[config.mk]
export PLATFORM = sky130hd
export DESIGN_NAME = icmp_rx
export DESIGN_NICKNAME = d
export VERILOG_FILES = /design/src/rtl/icmp_rx.sv
export SDC_FILE = /design/constraint.sdc
export NUM_CORES = 1
export LEC_CHECK = 0
export ABC_AREA = 1
export BUFFER_PORTS_ARGS = -buffer_cell sky130_fd_sc_hd__buf_2
export CAP_MARGIN = 10
export CORE_MARGIN = 4
export CORE_UTILIZATION = 45
export CTS_CLUSTER_SIZE = 16
export DETAILED_ROUTE_END_ITERATION = 12
export PLACE_DENSITY = 0.67
export SLEW_MARGIN = 20
export SYNTH_ARGS = -nofsm -noshare
export SYNTH_HDL_FRONTEND = slang
export SYNTH_SLANG_ARGS = --single-unit
[constraint.sdc]
create_clock -name i_clk -period 1.9 [get_ports i_clk]
set_input_delay 0.57 -clock i_clk [delete_from_list [all_inputs] [get_ports i_clk]]
set_output_delay 0.57 -clock i_clk [all_outputs]
set_load 0.02 [all_outputs]
[src/rtl/icmp_rx.sv]
// icmp_rx: watches an ICMP byte stream and pulses a reply request with the
// Sequence Number whenever a complete Echo Request (Type 8) frame arrives.
module icmp_rx (
  input  logic        i_clk,
  input  logic        i_rst,
  input  logic [7:0]  i_icmp_data,
  input  logic [15:0] i_icmp_len,
  input  logic        i_icmp_last,
  input  logic        i_icmp_valid,
  output logic [15:0] o_trig_seq,
  output logic        o_trig_reply
);

  localparam int unsigned IDX_W = 16;
  localparam int unsigned SEQ_W = 16;

  localparam logic [7:0]       TYPE_ECHO_REQ = 8'd8;
  localparam logic [IDX_W-1:0] IDX_TYPE      = IDX_W'(0);
  localparam logic [IDX_W-1:0] IDX_SEQ_HI    = IDX_W'(6);
  localparam logic [IDX_W-1:0] IDX_SEQ_LO    = IDX_W'(7);
  localparam logic [IDX_W-1:0] IDX_MAX       = {IDX_W{1'b1}};

  logic [IDX_W-1:0] index_q,     index_d;
  logic [7:0]       type_q,      type_d;
  logic [SEQ_W-1:0] seq_q,       seq_d;
  logic [SEQ_W-1:0] trig_seq_q,  trig_seq_d;
  logic             trig_reply_q, trig_reply_d;

  // Frame length is informational only; nothing in the decode depends on it.
  logic unused_len;
  assign unused_len = ^i_icmp_len;

  // Next-state: byte indexing, header capture and frame qualification.
  always_comb begin
    index_d      = index_q;
    type_d       = type_q;
    seq_d        = seq_q;
    trig_seq_d   = trig_seq_q;
    trig_reply_d = 1'b0;

    if (i_icmp_valid) begin
      if (index_q == IDX_TYPE)   type_d       = i_icmp_data;
      if (index_q == IDX_SEQ_HI) seq_d[15:8]  = i_icmp_data;
      if (index_q == IDX_SEQ_LO) seq_d[7:0]   = i_icmp_data;

      if (i_icmp_last) begin
        index_d = '0;
        // seq_d already holds the LSB when the last beat lands on index 7.
        if ((index_q >= IDX_SEQ_LO) && (type_q == TYPE_ECHO_REQ)) begin
          trig_reply_d = 1'b1;
          trig_seq_d   = seq_d;
        end
      end else if (index_q != IDX_MAX) begin
        // Saturate so very long payloads never alias back onto header bytes.
        index_d = index_q + IDX_W'(1);
      end
    end
  end

  // State and output registers with synchronous active-low reset.
  always_ff @(posedge i_clk) begin
    if (!i_rst) begin
      index_q      <= '0;
      type_q       <= '0;
      seq_q        <= '0;
      trig_seq_q   <= '0;
      trig_reply_q <= 1'b0;
    end else begin
      index_q      <= index_d;
      type_q       <= type_d;
      seq_q        <= seq_d;
      trig_seq_q   <= trig_seq_d;
      trig_reply_q <= trig_reply_d;
    end
  end

  assign o_trig_seq   = trig_seq_q;
  assign o_trig_reply = trig_reply_q;

endmodule

==> results of run 1 <==
## cells by family (layout without fill, tap and decap cells)
| group | Yosys count | in the layout | synth area share [%] |
|---|---|---|---|
| simple gates | 231 | 231 | 33.3 |
| fa+ha+maj | 3 | 3 | 1.32 |
| compound gates | 65 | 65 | 11.4 |
| flops | 57 | 57 | 40.0 |
| buf+inv | 88 | 122 | 13.0 |
| xor+xnor | 3 | 3 | 0.922 |
## synthesized netlist by cell type
master	n
dfxtp_1	57
nand2_1	93
buf_2	6
nor3_1	4
buf_4	1
xor2_1	3
a21oi_1	18
o21ai_1	9
nand3_2	2
nor2_2	2
buf_6	4
buf_1	1
nand4_1	8
inv_2	4
nand3_1	10
nor2_4	2
nand2_2	5
o21ai_0	38
clkbuf_1	6
nor2_1	105
ha_1	3
inv_1	66
## tightest hold or removal path: cells and delay by family (launching register included)
family | cells | cell delay [ns]
compound gates | 1 | 0.05
buf+inv | 1 | 0.06
flops | 1 | 0.30
## registers in the layout, indices dropped and copies added (netlist names)
| signal | cells |
|---|---|
| o_trig_seq | 16 |
| seq_q | 16 |
| type_q | 8 |
| o_trig_reply | 1 |
| index_q | 16 |
## path summary, 6_finish.rpt
kind / endpoint / slack (ns) / cells after the start
max reg2reg: index_q[0] / 0.20 / 8
min: type_q[5] / 0.45 / 2
max: index_q[0] / 0.20 / 8
min reg2reg: type_q[5] / 0.45 / 2
## metrics by stage
step	total power, mW	hold WS, ns	worst slack [ns]	util, %
6_report	2.84	0.452	0.205	54.7
5_1_grt	2.98	0.491	0.0325	54.7
4_1_cts	2.87	0.458	0.141	54.6
3_5_place_dp	1.48	0.447	0.0517	50.6
3_3_place_gp	1.47	0.440	0.147	50.6
2_1_floorplan	1.42	0.428	0.303	-
## routing by layer
metal	vias to the layer above	track usage, %
met5	-	0
met1	1196	22.4
met2	34	29.3
met4	0	8.79
met3	10	3.57
li1	1422	-
## cell type report
type                    instances  area share [%]
inverters                      70            7.98
clock buffers                   9            3.76
clock inverters                 7            3.57
flip-flops and latches         57            34.7
multi-input cells             302            40.7
repair buffers                 36            6.46
well taps                      75            2.85
## cells in the final DEF (no fill, tap or decap), drive strengths merged
master / count
o21ai: 47
a21oi: 18
clkbuf: 9
nand2: 98
xor2: 3
nor2: 109
ha: 3
nand4: 8
clkinv: 3
buf: 36
nand3: 12
inv: 71
bufinv: 3
dfxtp: 57
nor3: 4
## power groups by stage
| stage | clock, mW | combinational, mW | sequential, mW |
|---|---|---|---|
| after global placement | 0 | 0.192 | 1.28 |
| after CTS | 1.42 | 0.199 | 1.25 |
| after detailed placement | 0 | 0.198 | 1.28 |
| after floorplan | 0 | 0.146 | 1.28 |
| final | 1.39 | 0.197 | 1.25 |
| after global routing | 1.49 | 0.228 | 1.26 |
## timing repair
action / CTS / global route
buffers inserted: 0 / 0
setup endpoints to repair: 0 / 4
gates resized for setup: 0 / 1
==> results.yml, run 1 <==
drt:
  drc: 0
  met3_length_um: 196
  vias_per_cell: 4.79
  wl_per_cell_um: 11.2
  drtAntennaViolNets: 0
  highest_layer: "met4"
  drt_iter0_drc: 109
  vias: 2662
  firstDrtPassIters: 4
  dr_wl_met2_um: 2930
  drt-met1-wl_um: 2970
  wirelength_um: 6250
clock_network:
  cts_buffers: 9
  root_buffer: "clkbuf_8"
  holdBufCountCts: 0
  clk_latency_ns: 0.33
  cts_tree: "yes"
  clkTransAtPathRegs_ns: 0.07
  htree_levels: 3
  cts.path.max_buffers: 2
  clock_sinks: 57
setup_path:
  critPathLaunch: "index_q[1]"
  cpMostUsedCell: "nand3_2"
  end_kind: "flip-flop"
  worstPathArrival_ns: 1.93
  critical_path_class: "reg2reg"
  crit_slowest_cell: "dfxtp_1"
  critPathLaunchType: "flip-flop"
  slowest_delay_ns: 0.39
  crit_fanout: 11
  crit_family: "simple AND/OR/NAND/NOR gates"
  crit_buf_inv: 1
  worstPathCellList: "ha_2, nand3_2, nor2_4, nand3_2, nand2_2, inv_2, o21ai_0, nor2_1"
  r2r-start: "index_q[1]"
  worstPathRequired_ns: 2.13
final_layout:
  nets: 507
  multi_input_area_sq_um: 1340
  n_antenna_cell: 0
  final.fill_count: 626
  register_area_sq_um: 1140
  layout-drive-gt1-share_pct: 14.1
  area_delta_synth_final_pct: 15.5
  design_area_sq_um: 3290
  stdcell_count: 556
floorplan:
  die_y_um: 87.6
  design.core.area_sq_um: 6030
  fp.dieW_um: 87.6
  initial_core_util_pct: 47.3
  rows: 28
  dieArea_sq_um: 7670
  ios: 45
power_and_ir_drop:
  p_comb_share_pct: 6.9
  ir_drop_uv: 467
  internal_power_mw: 2.18
  leakagePower_nw: 1.64
  power_density_nw_per_um2: 863
  swShare_pct: 23.3
  p_clk_share_pct: 48.9
  p_sw_uw: 663
  pwr-share-seq_pct: 44.2
run_status:
  status: "complete, no violations"
timing:
  min_period_over_period_pct: 89.2
  rsz0062_at_grt: "no"
  finalHoldViolCount: 0
  fin_crit_ns: 1.70
  fin_worst_skew_ns: 0.00957
  worstMarginPinSlew_ns: 0.434
  max_slew_margin_pct: 71.0
  tns_ns: 0
  finalMaxSlewViolations: 0
  setup_viol_count_final: 0
  max_freq_ghz: 0.590
synthesis:
  synth_warnings: 0
  avgSynthCellArea_sq_um: 6.38
  yosysTopAreaCellShare_pct: 40.0
  synthesis.nets: 478
  synth_cell_types: 22
  ys_seq_elements: 57
  syn_inst: 447
  synth.yosys.seq_area_share_pct: 40.0
  synth.area.top_cells: "dfxtp_1 (40%), nor2_1 (14%), nand2_1 (12%), inv_1 (8.7%), o21ai_0 (6.7%)"
  yosysTopAreaCell: "dfxtp_1"
  netlist_area_sq_um: 2850
flow_run:
  maxCapViolations: 0
placed_design:
  portBuffers: 28
  place_inst: 540
  gp_congestion: 0.795
  hpwl_um: 4360
  dpl_cell_area_sq_um: 3050
global_route:
  grt_pass1_wl_um: 10800
  antenna_found_initial: 0
  overflow: 0
  first_global_vias: 2407
  grtUsageTotal_pct: 17.9
  grt_max_degree: 34
worst_hold_path:
  hold_class: "reg2reg"
  min_from: "type_q[5]"
(Power assumes the default switching activity.)
==> run 2, diff against run 1 <==
ABC_AREA = unset   (was 1)
PLACE_DENSITY = 0.66   (was 0.67)
==> run 2 against run 1 <==
  * The flow now finishes with violations (negative setup slack)
  * Critical path type unchanged
  * Critical endpoint is now o_trig_seq[4]
  * Combinational power shrank 38%
  * Count of clock-buffer cells in the layout up 3
  * Area after synthesis is 7.5% lower
  * Via count fell by 12%
==> results.yml, run 2 <==
clock_network:
  cts_tree: "yes"
  root_buffer: "clkbuf_8"
  cts_buffers: 9
  clk_latency_ns: 0.33
  clock_sinks: 57
  clkTransAtPathRegs_ns: 0.07
  holdBufCountCts: 0
  htree_levels: 3
  cts.path.max_buffers: 2
final_layout:
  layout_commonest_cell: "dfxtp_1"
  stdcell_count: 434
  layout_common_cells: "dfxtp_1 (52), nand2_1 (51), buf_2 (28)"
  layout-drive-gt1-share_pct: 39.8
  area_delta_synth_final_pct: 33.8
  nets: 388
  n_antenna_cell: 0
floorplan:
  dieArea_sq_um: 7150
  initial_core_util_pct: 47.1
  rows: 27
  design.core.area_sq_um: 5610
  ios: 45
  die_y_um: 84.6
  fp.dieW_um: 84.6
synthesis:
  synth_warnings: 0
  synthFlopType: "dfxtp_1"
  netlist_area_sq_um: 2640
  ys_seq_elements: 57
  avgSynthCellArea_sq_um: 8.68
  synth-edff-count: 0
  synth.yosys.seq_area_share_pct: 43.2
  synth.area.top_cells: "dfxtp_1 (43%), nand2_1 (11%), a21boi_2 (6.8%), a31oi_1 (3.8%), mux2i_1 (3.8%)"
  yosysTopAreaCellShare_pct: 43.2
  synthesis.nets: 335
  postSynth.asyncResetShare_pct: 0
  synth_common_cells: "nand2_1 (77), dfxtp_1 (57), o21ai_0 (18)"
  synth_cell_types: 38
  syn_inst: 304
  synth_most_common_cell: "nand2_1"
  yosysTopAreaCell: "dfxtp_1"
setup_path:
  worstPathRequired_ns: 2.11
  critical_path_class: "reg2reg"
  r2r-start: "index_q[0]"
  end_kind: "flip-flop"
  critPathLaunch: "index_q[0]"
  crit_fanout: 8
  worstPathArrival_ns: 2.21
  critPathLaunchType: "flip-flop"
placed_design:
  hpwl_um: 4110
  gp_congestion: 0.829
  dp_slack_ns: -0.0929
  place_inst: 418
  portBuffers: 28
drt:
  firstDrtPassIters: 5
  wl_per_cell_um: 14.9
  drtAntennaViolNets: 0
  drt_iter0_drc: 113
  vias_per_cell: 5.37
  drc: 0
  vias: 2331
  wirelength_um: 6480
run_status:
  status: "finished with violations"
  violations: "negative setup slack"
power_and_ir_drop:
  power_density_nw_per_um2: 753
  swShare_pct: 21.9
  leakagePower_nw: 1.33
  internal_power_mw: 2.08
  pwr-share-seq_pct: 45.7
  p_clk_share_pct: 49.6
  p_sw_uw: 581
  p_comb_share_pct: 4.6
  totalPowerFinal_mw: 2.66
  ir_drop_uv: 526
global_route:
  grt_max_degree: 25
  antenna_found_initial: 0
  grt_pass1_wl_um: 10700
  first_global_vias: 2256
  overflow: 0
  grtUsageTotal_pct: 18.5
timing:
  worstMarginPinSlew_ns: 0.474
  max_slew_margin_pct: 68.3
  hold_slack_ns: 0.465
  min_period_over_period_pct: 105
  finalHoldViolCount: 0
  rsz0062_at_grt: "yes"
  layout_setup_ws_ns: -0.0929
  fin_worst_skew_ns: 0.0110
  finalMaxSlewViolations: 0
  max_freq_ghz: 0.502
  setup_viol_count_final: 39
  fin_crit_ns: 1.99
worst_hold_path:
  min_from: "seq_q[11]"
  hold_class: "reg2reg"
flow_run:
  maxCapViolations: 0
-- run 2: worst paths after layout --
| check | endpoint | slack, ns | cells past startpoint |
|---|---|---|---|
| max | o_trig_seq[4] | -0.09 | 5 |
| min reg2reg | seq_q[11] | 0.47 | 2 |
| min | seq_q[11] | 0.47 | 2 |
| max reg2reg | o_trig_seq[4] | -0.09 | 5 |
-- run 2: logic make-up after synthesis --
| group | Yosys count | share of synthesized area (%) |
|---|---|---|
| fa+ha+maj | 3 | 1.42 |
| buf+inv | 21 | 3.89 |
| simple gates | 145 | 28.4 |
| xor+xnor | 10 | 3.32 |
| flops | 57 | 43.2 |
| mux | 10 | 3.79 |
| compound gates | 58 | 16.0 |
-- run 2: through the flow --
| stage | instance area [sq um] | util, % | setup TNS, ns |
|---|---|---|---|
| finish | 3530 | 63.0 | -1.23 |
| global route | 3530 | 63.0 | -4.41 |
| CTS | 3410 | 60.9 | -1.46 |
| detailed placement | 3130 | 55.8 | -0.959 |
| global placement | 3130 | 55.8 | -0.985 |
| floorplan | 2750 | - | -1.55 |
-- run 2: cell type report --
class | instances | area, sq um
clock buffer | 12 | 156
sequential | 57 | 1150
timing repair buffer | 59 | 429
tap | 72 | 90.1
clock inverter | 4 | 73.8
multi-input combinational | 226 | 1610
fill | 490 | 2080
inverter | 4 | 17.5
-- run 2: power groups by stage --
stage	registers [mW]	logic, mW	clock network [mW]
floorplan	1.24	0.0677	0
global placement	1.24	0.113	0
detailed placement	1.24	0.115	0
CTS	1.21	0.116	1.34
global route	1.22	0.132	1.39
finish	1.22	0.123	1.32
-- run 2: per-layer routing --
layer,global-route usage [%],vias to the layer above,wire length (um),share of wire [%]
li1,-,1172,-,-
met2,28.5,53,2980,46
met5,0,-,0,0
met3,3.53,11,243,3.7
met4,8.49,0,118,1.8
met1,24.8,1095,3140,48
-- run 2: worst max-delay path: stages, from the launching register on --
cell,delay (ns)
dfxtp_4,0.38
ha_4,0.14
or4bb_4,0.48
or4_4,0.67
nand2_4,0.12
a31oi_4,0.07
-- run 2: timing repair --
item                                    in CTS  in global routing
setup buffers                                1                  0
gates cloned                                 1                  0
endpoints found under the setup margin      36                 41
pin swaps                                    3                 22
gates resized for setup                     12                 37
==> run 3, diff against run 2 <==
SKIP_LAST_GASP = 1   (was unset)
==> run 3 against run 2 <==
  * The flow still finishes with violations (negative setup slack)
  * Via count decreased by 0.30%
  * Maximum frequency about the same
  * Hold slack about the same
  * Total power about the same
  * Critical path depth unchanged
  * Final cell count unchanged
  * Die area unchanged
  * Flip-flop and latch count unchanged
  * Critical endpoint is now o_trig_seq[5]
  * Largest cell class unchanged
  * Largest power group unchanged
==> results.yml, run 3 (synthesis gave the netlist of run 2 again) <==
run_status:
  status: "finished with violations"
  violations: "negative setup slack"
drt:
  firstDrtPassIters: 5
  drc: 0
  drt_iter0_drc: 113
  wl_per_cell_um: 14.9
  drtAntennaViolNets: 0
  vias_per_cell: 5.35
  vias: 2324
  wirelength_um: 6480
final_layout:
  area_delta_synth_final_pct: 33.6
  nets: 388
  layout_common_cells: "dfxtp_1 (52), nand2_1 (51), buf_2 (28)"
  layout_commonest_cell: "dfxtp_1"
  layout-drive-gt1-share_pct: 39.5
  n_antenna_cell: 0
  stdcell_count: 434
timing:
  setup_viol_count_final: 39
  finalMaxSlewViolations: 0
  fin_crit_ns: 1.99
  min_period_over_period_pct: 105
  rsz0062_at_grt: "yes"
  finalHoldViolCount: 0
  hold_slack_ns: 0.465
  max_freq_ghz: 0.502
  tns_ns: -1.22
  max_slew_margin_pct: 68.3
  layout_setup_ws_ns: -0.0912
  fin_worst_skew_ns: 0.0111
  worstMarginPinSlew_ns: 0.474
setup_path:
  crit_fanout: 8
  end_kind: "flip-flop"
  reg2regPathDepth: 5
  r2r-end: "o_trig_seq[5]"
  worstPathArrival_ns: 2.21
  rrSetupSlack_ns: -0.09
  critPathLaunch: "index_q[0]"
  worstSetupEndpoint: "o_trig_seq[5]"
  critical_path_class: "reg2reg"
  worstPathRequired_ns: 2.11
  critPathLaunchType: "flip-flop"
  r2r-start: "index_q[0]"
floorplan:
  design.core.area_sq_um: 5610
  fp.dieW_um: 84.6
  rows: 27
  die_y_um: 84.6
  ios: 45
  dieArea_sq_um: 7150
  initial_core_util_pct: 47.1
power_and_ir_drop:
  ir_drop_uv: 526
  power_density_nw_per_um2: 754
  leakagePower_nw: 1.33
worst_hold_path:
  hold_class: "reg2reg"
placed_design:
  portBuffers: 28
  gp_congestion: 0.829
  hpwl_um: 4110
  place_inst: 418
  dp_slack_ns: -0.0929
clock_network:
  cts_tree: "yes"
  htree_levels: 3
  cts.path.max_buffers: 2
  cts_buffers: 9
  root_buffer: "clkbuf_8"
  clk_latency_ns: 0.34
  clkTransAtPathRegs_ns: 0.07
  clock_sinks: 57
global_route:
  antenna_found_initial: 0
  overflow: 0
  grt_max_degree: 25
  grtUsageTotal_pct: 18.5
  first_global_vias: 2256
  grt_pass1_wl_um: 10700
flow_run:
  maxCapViolations: 0
run 3: area by class of cell:
class | instances | area [sq um]
clock buffer | 12 | 156
clock inverter | 4 | 73.8
fill | 491 | 2080
inverter | 4 | 17.5
multi-input combinational | 226 | 1610
sequential | 57 | 1150
tap | 72 | 90.1
timing repair buffer | 59 | 429
run 3: metal layers:
layer	up-vias	part of all wire, %	global-route usage [%]
met3	10	3.3	3.53
met1	1095	49	24.8
li1	1172	-	-
met2	47	46	28.5
met4	0	1.6	8.49
met5	-	0	0
run 3: how the worst min path moves through the flow:
stage	from	end	slack, ns	cells after the start
after floorplan	seq_q[15]	seq_q[15]	0.44	2
after detailed placement	seq_q[9]	seq_q[9]	0.45	2
after global placement	seq_q[9]	seq_q[9]	0.45	2
final	seq_q[11]	seq_q[11]	0.47	2
after global routing	seq_q[11]	seq_q[11]	0.48	2
after CTS	seq_q[9]	seq_q[9]	0.46	2
run 3: per-stage QoR:
stage | instance area, sq um | util [%] | total power [mW]
final | 3520 | 62.9 | 2.66
after global placement | 3130 | 55.8 | 1.36
after global routing | 3520 | 62.9 | 2.74
after detailed placement | 3130 | 55.8 | 1.36
after floorplan | 2750 | - | 1.31
after CTS | 3410 | 60.9 | 2.67
run 3: power by group:
| group | leakage (nW) | switching (mW) | internal, mW |
|---|---|---|---|
| combinational | 0.750 | 0.0730 | 0.0499 |
| sequential | 0.464 | 0.00933 | 1.21 |
| clock | 0.116 | 0.499 | 0.820 |
run 3: repair_timing:
action	CTS	global route
cloned	1	0
hold buffers	0	0
endpoints found under the setup margin	36	41
setup buffers	1	0
gates resized for setup	12	36
pin swaps	3	22
run 3: worst max-delay path: stages (launching register included):
cell	delay [ns]
dfxtp_4	0.38
ha_4	0.14
or4bb_4	0.48
or4_4	0.67
nand2_2	0.11
a31oi_2	0.08
